**src/rtl/pixel_capture.sv**
```systemverilog
// pixel_capture: samples a serial MSB-first ADC word per frame strobe and queues {flag, seq, sample}.
// Optional build macro PIXEL_CAPTURE_PARITY_EN adds a trailing even-parity bit and o_parity_err.
module pixel_capture #(
   parameter int DATA_W     = 12,
   parameter int FIFO_DEPTH = 16
) (
   input  logic                        i_clock,
   input  logic                        i_rst_n,
   input  logic                        i_enable,
   input  logic                        i_adc_frame,
   input  logic                        i_pixel_flag,
   input  logic                        i_adc_sdata,
   input  logic                        i_clear,
   input  logic                        i_ready,
   output logic [DATA_W+3:0]           o_data,
   output logic                        o_valid,
   output logic [$clog2(FIFO_DEPTH):0] o_count,
   output logic                        o_overflow,
   output logic                        o_abort
`ifdef PIXEL_CAPTURE_PARITY_EN
  ,output logic                        o_parity_err
`endif
);

   localparam int PTR_W  = $clog2(FIFO_DEPTH);
   localparam int CNT_W  = PTR_W + 1;
   localparam int WORD_W = DATA_W + 4;
`ifdef PIXEL_CAPTURE_PARITY_EN
   localparam int NBITS  = DATA_W + 1;
`else
   localparam int NBITS  = DATA_W;
`endif
   localparam int BCNT_W = $clog2(NBITS + 1);

   typedef enum logic [1:0] {IDLE, SHIFT, PUSH} state_t;

   state_t              state_q, state_d;
   logic                frame_prev_q, frame_prev_d;
   logic                frame_rise;
   logic [NBITS-1:0]    shift_q, shift_d;
   logic [BCNT_W-1:0]   bit_cnt_q, bit_cnt_d;
   logic                flag_q, flag_d;
   logic [2:0]          seq_q, seq_d;
   logic [DATA_W-1:0]   sample;
   logic [WORD_W-1:0]   word;
   logic                sample_done, abort_set, push_req;

   logic [WORD_W-1:0]   mem_q [FIFO_DEPTH];
   logic [PTR_W-1:0]    wr_ptr_q, wr_ptr_d, rd_ptr_q, rd_ptr_d, rd_next;
   logic [CNT_W-1:0]    count_q, count_d;
   logic [WORD_W-1:0]   data_q, data_d;
   logic                overflow_q, overflow_d, abort_q, abort_d;
   logic                full, pop, wr_en, drop_full;

`ifdef PIXEL_CAPTURE_PARITY_EN
   logic                parity_ok, parity_err_q, parity_err_d;
   assign sample    = shift_q[NBITS-1:1];
   assign parity_ok = ~(^shift_q);
   assign push_req  = sample_done && parity_ok;
`else
   assign sample    = shift_q;
   assign push_req  = sample_done;
`endif

   assign frame_rise  = i_adc_frame && !frame_prev_q;
   assign sample_done = (state_q == PUSH) && i_enable;
   assign word        = {flag_q, seq_q, sample};

   always_comb begin
      state_d      = state_q;
      frame_prev_d = i_adc_frame;
      shift_d      = shift_q;
      bit_cnt_d    = bit_cnt_q;
      flag_d       = flag_q;
      seq_d        = seq_q;
      abort_set    = 1'b0;
      if (!i_enable) begin
         state_d = IDLE;
         seq_d   = '0;
      end else begin
         unique case (state_q)
            IDLE: begin
               if (frame_rise) begin
                  state_d   = SHIFT;
                  shift_d   = {{(NBITS-1){1'b0}}, i_adc_sdata};
                  bit_cnt_d = BCNT_W'(1);
                  flag_d    = i_pixel_flag;
               end
            end
            SHIFT: begin
               if (i_adc_frame) begin
                  shift_d   = {shift_q[NBITS-2:0], i_adc_sdata};
                  bit_cnt_d = bit_cnt_q + BCNT_W'(1);
                  if (bit_cnt_q == BCNT_W'(NBITS - 1)) begin
                     state_d = PUSH;
                  end
               end else begin
                  abort_set = 1'b1;
                  state_d   = IDLE;
               end
            end
            PUSH: begin
               state_d = IDLE;
               seq_d   = seq_q + 3'd1;
            end
            default: state_d = IDLE;
         endcase
      end
   end

   // The head register always holds the next word to present, so o_data never
   // comes straight from the write path (no empty-FIFO bypass).
   assign pop       = (count_q != '0) && i_ready;
   assign full      = (count_q == CNT_W'(FIFO_DEPTH));
   assign wr_en     = push_req && !i_clear && (!full || pop);
   assign drop_full = push_req && !i_clear && full && !pop;
   assign rd_next   = rd_ptr_q + PTR_W'(1);

   always_comb begin
      wr_ptr_d   = wr_ptr_q;
      rd_ptr_d   = rd_ptr_q;
      count_d    = count_q;
      data_d     = data_q;
      overflow_d = overflow_q | drop_full;
      abort_d    = abort_q | abort_set;
`ifdef PIXEL_CAPTURE_PARITY_EN
      parity_err_d = parity_err_q | (sample_done && !parity_ok);
`endif
      if (i_clear) begin
         wr_ptr_d   = '0;
         rd_ptr_d   = '0;
         count_d    = '0;
         data_d     = '0;
         overflow_d = 1'b0;
         abort_d    = 1'b0;
`ifdef PIXEL_CAPTURE_PARITY_EN
         parity_err_d = 1'b0;
`endif
      end else begin
         if (wr_en) wr_ptr_d = wr_ptr_q + PTR_W'(1);
         if (pop)   rd_ptr_d = rd_next;
         if (wr_en && !pop)      count_d = count_q + CNT_W'(1);
         else if (pop && !wr_en) count_d = count_q - CNT_W'(1);
         if (count_q == '0) begin
            if (wr_en) data_d = word;
         end else if (pop) begin
            if (count_q != CNT_W'(1)) data_d = mem_q[rd_next];
            else if (wr_en)           data_d = word;
         end
      end
   end

   // frame_prev loads the live strobe during reset so a frame still high after
   // reset is not mistaken for a new rising edge.
   always_ff @(posedge i_clock) begin
      if (!i_rst_n) begin
         state_q      <= IDLE;
         frame_prev_q <= i_adc_frame;
         shift_q      <= '0;
         bit_cnt_q    <= '0;
         flag_q       <= 1'b0;
         seq_q        <= '0;
         wr_ptr_q     <= '0;
         rd_ptr_q     <= '0;
         count_q      <= '0;
         data_q       <= '0;
         overflow_q   <= 1'b0;
         abort_q      <= 1'b0;
`ifdef PIXEL_CAPTURE_PARITY_EN
         parity_err_q <= 1'b0;
`endif
      end else begin
         state_q      <= state_d;
         frame_prev_q <= frame_prev_d;
         shift_q      <= shift_d;
         bit_cnt_q    <= bit_cnt_d;
         flag_q       <= flag_d;
         seq_q        <= seq_d;
         wr_ptr_q     <= wr_ptr_d;
         rd_ptr_q     <= rd_ptr_d;
         count_q      <= count_d;
         data_q       <= data_d;
         overflow_q   <= overflow_d;
         abort_q      <= abort_d;
`ifdef PIXEL_CAPTURE_PARITY_EN
         parity_err_q <= parity_err_d;
`endif
      end
   end

   always_ff @(posedge i_clock) begin
      if (wr_en) mem_q[wr_ptr_q] <= word;
   end

   assign o_data     = data_q;
   assign o_valid    = (count_q != '0);
   assign o_count    = count_q;
   assign o_overflow = overflow_q;
   assign o_abort    = abort_q;
`ifdef PIXEL_CAPTURE_PARITY_EN
   assign o_parity_err = parity_err_q;
`endif

endmodule

```
**config.mk**
```make
export PLATFORM = sky130hd
export DESIGN_NAME = pixel_capture
export DESIGN_NICKNAME = d
export VERILOG_FILES = /design/src/rtl/pixel_capture.sv
export SDC_FILE = /design/constraint.sdc
export NUM_CORES = 1
export LEC_CHECK = 0
export CAP_MARGIN = 20
export CORE_MARGIN = 4
export CORE_UTILIZATION = 32
export CTS_CLUSTER_DIAMETER = 100
export DETAILED_ROUTE_END_ITERATION = 10
export MAX_ROUTING_LAYER = met4
export SLEW_MARGIN = 25
export SYNTH_ARGS = -nofsm -noshare
export SYNTH_HDL_FRONTEND = slang
export SYNTH_SLANG_ARGS = --single-unit
```
**constraint.sdc**
```tcl
create_clock -name i_clock -period 3 [get_ports i_clock]
set_clock_uncertainty 0.15 [all_clocks]
set_input_delay 0.45 -clock i_clock [delete_from_list [all_inputs] [get_ports i_clock]]
set_output_delay 0.45 -clock i_clock [all_outputs]
set_load 0.01 [all_outputs]
```
==> results of run 1 <==
cell families after synthesis:
family,share of synthesized area (%)
AO/OA/AOI/OAI,5.49
flip-flops,71.5
AND/OR/NAND/NOR,5.18
XOR/XNOR,1.07
multiplexers,13.4
buffers and inverters,2.15
adder cells (fa/ha/maj),1.22
sequential cells by signal, summed over array words and instances (netlist names):
| register | count |
|---|---|
| mem_q | 256 |
| o_data | 16 |
| sample | 12 |
| o_count | 5 |
| bit_cnt_q | 4 |
| rd_ptr_q | 4 |
| wr_ptr_q | 4 |
| seq_q | 3 |
| state_q | 2 |
| flag_q | 1 |
| frame_prev_q | 1 |
| o_abort | 1 |
| o_overflow | 1 |
worst max-delay path by stage:
stage | cells past startpoint | to | slack, ns | from
after floorplan | 7 | mem_q[3][0] | 0.01 | o_count[0]
after global placement | 8 | o_count[4] | 0.13 | i_clear
after detailed placement | 9 | o_count[3] | 0.13 | i_clear
after CTS | 4 | o_valid | 0.11 | o_count[1]
after global routing | 4 | o_valid | 0.05 | o_count[1]
final | 4 | o_valid | 0.15 | o_count[1]
area by class of cell:
cell class	instances	area share, %
Timing Repair Buffer	74	5.71
Clock inverter	22	1.73
Inverter	5	0.129
Tap cell	511	4.39
Multi-Input combinational cell	336	22.6
Clock buffer	33	5.30
Sequential cell	310	60.2
worst register-to-register path, stage by stage, from the launching register on:
cell,delay [ns]
dfxtp_1,0.36
inv_1,0.12
ha_2,0.24
or4b_2,0.66
nand2_1,0.20
ha_1,0.20
buf_4,0.14
nand4_1,0.09
a21oi_1,0.20
xnor2_1,0.15
nor2_1,0.06
power groups by stage:
stage,registers [mW],clock network (mW),logic (mW)
global placement,4.70,0,0.0885
CTS,4.61,3.92,0.0888
floorplan,4.70,0,0.0519
detailed placement,4.70,0,0.0888
finish,4.61,3.85,0.0876
global route,4.61,4.12,0.0957
layout by cell type, fill, tap and decap left out, types with 3 or more instances in the layout:
master,n
a21oi_1,16
buf_4,27
a21boi_0,14
a221oi_1,5
o22ai_1,11
xnor2_1,6
a2111oi_0,4
nand2_1,29
o21ai_0,5
ha_1,10
o221ai_1,5
bufinv_16,5
nand4_1,3
edfxtp_1,256
dfxtp_1,53
nor2b_1,14
clkinv_2,7
mux4_2,53
nand2b_1,5
mux4_1,3
clkdlybuf4s50_1,30
nor3_2,4
mux2i_1,37
buf_12,16
clkinv_1,6
a221o_2,9
inv_1,5
xor2_1,8
nand3_1,19
nor2_1,35
a311oi_1,4
nor2_2,4
a22oi_1,5
clkbuf_16,30
metrics by stage:
| step | power, mW | worst slack [ns] | std cells | hold WS, ns |
|---|---|---|---|---|
| 4_1_cts | 8.62 | 0.114 | 1291 | 0.240 |
| 2_1_floorplan | 4.75 | 0.0105 | 688 | 0.287 |
| 6_report | 8.54 | 0.146 | 1291 | 0.255 |
| 3_3_place_gp | 4.79 | 0.127 | 1236 | 0.310 |
| 3_5_place_dp | 4.79 | 0.132 | 1236 | 0.311 |
| 5_1_grt | 8.82 | 0.0501 | 1291 | 0.252 |
metal layers:
layer,up-vias,global-route usage [%],routed length (µm)
met5,-,-,0
met4,0,2.55,340
met3,26,1.42,948
met2,102,21.1,12700
met1,3184,16.0,10800
li1,2908,-,-
==> qor.txt, run 1 <==
Status: completed
Final Hold Viols: 0
Max-cap check violation count: 0
Synth Warn #: 0
Synth area leader: edfxtp_1
Total number of vias: 6220
Num Clock Sinks: 310
Synth-to-Final Area Change: 18.9%
Routability cong.: 0.766
I/O pin cnt: 32
Vias per Instance: 4.82
# port buffers: 31
Total GRT Usage: 12.3%
RR Startpoint: o_count[1]
Sw Share: 18.9%
Fin crit share: 95.1%
CTS H-Tree Depth: 1
Fill cells: 3416
FF+latch count, synth: 310
Dpl hpwl: 15.8 mm
Cells along the critical path: inv_1 -> ha_2 -> or4b_2 -> dlygate4sd2_1
RSZ-0062 raised after global routing: false
Number of detailed-route iterations in the first pass: 4
Die X: 204 µm
Worst slew margin: 42.2%
Antenna violations before repair: 0
Final nets: 777
CP max stage cell: or4b_2
R2R cell count: 10
Share of layout cells above drive strength 1: 22.1%
Clock Latency Late Sink: 0.56 ns
# hold bufs at CTS: 0
CP peak stage delay: 0.66 ns
Reg2Reg Setup Slack: 0.32 ns
Clock power share: 45.0%
Fin. max-slew vios: 0
CTS Buf Count: 30
Peak supply drop: 0.524 mV
Worst Path Buf+Inv: 2
First-pass GRT wire length: 38.4 mm
Cell area after layout: 0.0146 mm²
Area of the core: 0.0378 mm²
Critical path class: reg2out
Post-synth top area share: 62.7%
Die ar.: 0.0415 mm²
Die height: 204 µm
Ys async rst share: 0%
Final setup fails: 0
Vias in the first global route: 6333
Clock Tree Buf Depth: 3
Hold_sp: i_adc_frame
Cell count after synthesis: 688
Area after DPL: 0.0136 mm²
Syn Nets: 708
PostCTS Resize Cnt: 2
Count of cell types in the netlist: 57
Avg Synthesized Cell Area: 17.8 µm²
Class of the worst hold path: in2reg
FP Rows: 71
Hold Crit Depth: 1
Fmax: 350 MHz
Synthesized cell area: 0.0123 mm²
Drc violations: 0
Internal: 6.93 mW
R2R Path End: o_count[3]
Routed wire length: 24.8 mm
Top_reg_cell synth: edfxtp_1
Worst Path Max Fanout: 6
Final worst path period need: 2.85 ns
Largest net degree at the start of global routing: 49
Top cells by area, synth: edfxtp_1 63%, mux4_2 9.7%, dfxtp_1 8.8%
Area of the multi-input gates: 0.00329 mm²
CTS tree: done
Number of buffers added for setup after CTS: 0
Reg power frac: 54.0%
Storage cell area: 0.00877 mm²
Top-count cell post-synth: edfxtp_1
CP endpoint kind: primary output
Final core utilization: 38.6%
Leak: 4.61 nW
Worst Path Arrival: 2.25 ns
PD cells: 586 mW/mm²
CTS root buf: clkbuf_16
Logic pwr share: 1.0%
Destination of the worst hold path: frame_prev_q
Startpoint Class: flip-flop
Setup TNS: 0 ns
Measured slew at the worst slew-check pin: 0.864 ns
Antenna Cells: 0
Reg clk slew, reported paths: 0.07 ns
Total net switching power: 1.62 mW
Req. time, crit path: 2.40 ns
Initial Utilization: 32.5%
GRT Residual Overflow: 0
Synth cell count leaders: 256 x edfxtp_1, 54 x dfxtp_1, 53 x mux4_2
DR WL/cell: 19.2 µm
Number of flops mapped to enable cells by yosys: 256
DRT antenna net count: 0
Family with the most delay on the worst path: simple AND/OR/NAND/NOR gates
Sequential fraction of the synthesis area: 71.5%
Initial DRC Count: 449
Note: power is estimated with default switching activity, not from simulation.
==> run 2: changes to the inputs <==
Settings changed: CAP_MARGIN 20 to 30, TNS_END_PERCENT from default to 100.
==> results of run 2 <==
Final layout, timing and power as in run 1 (identical DEF).
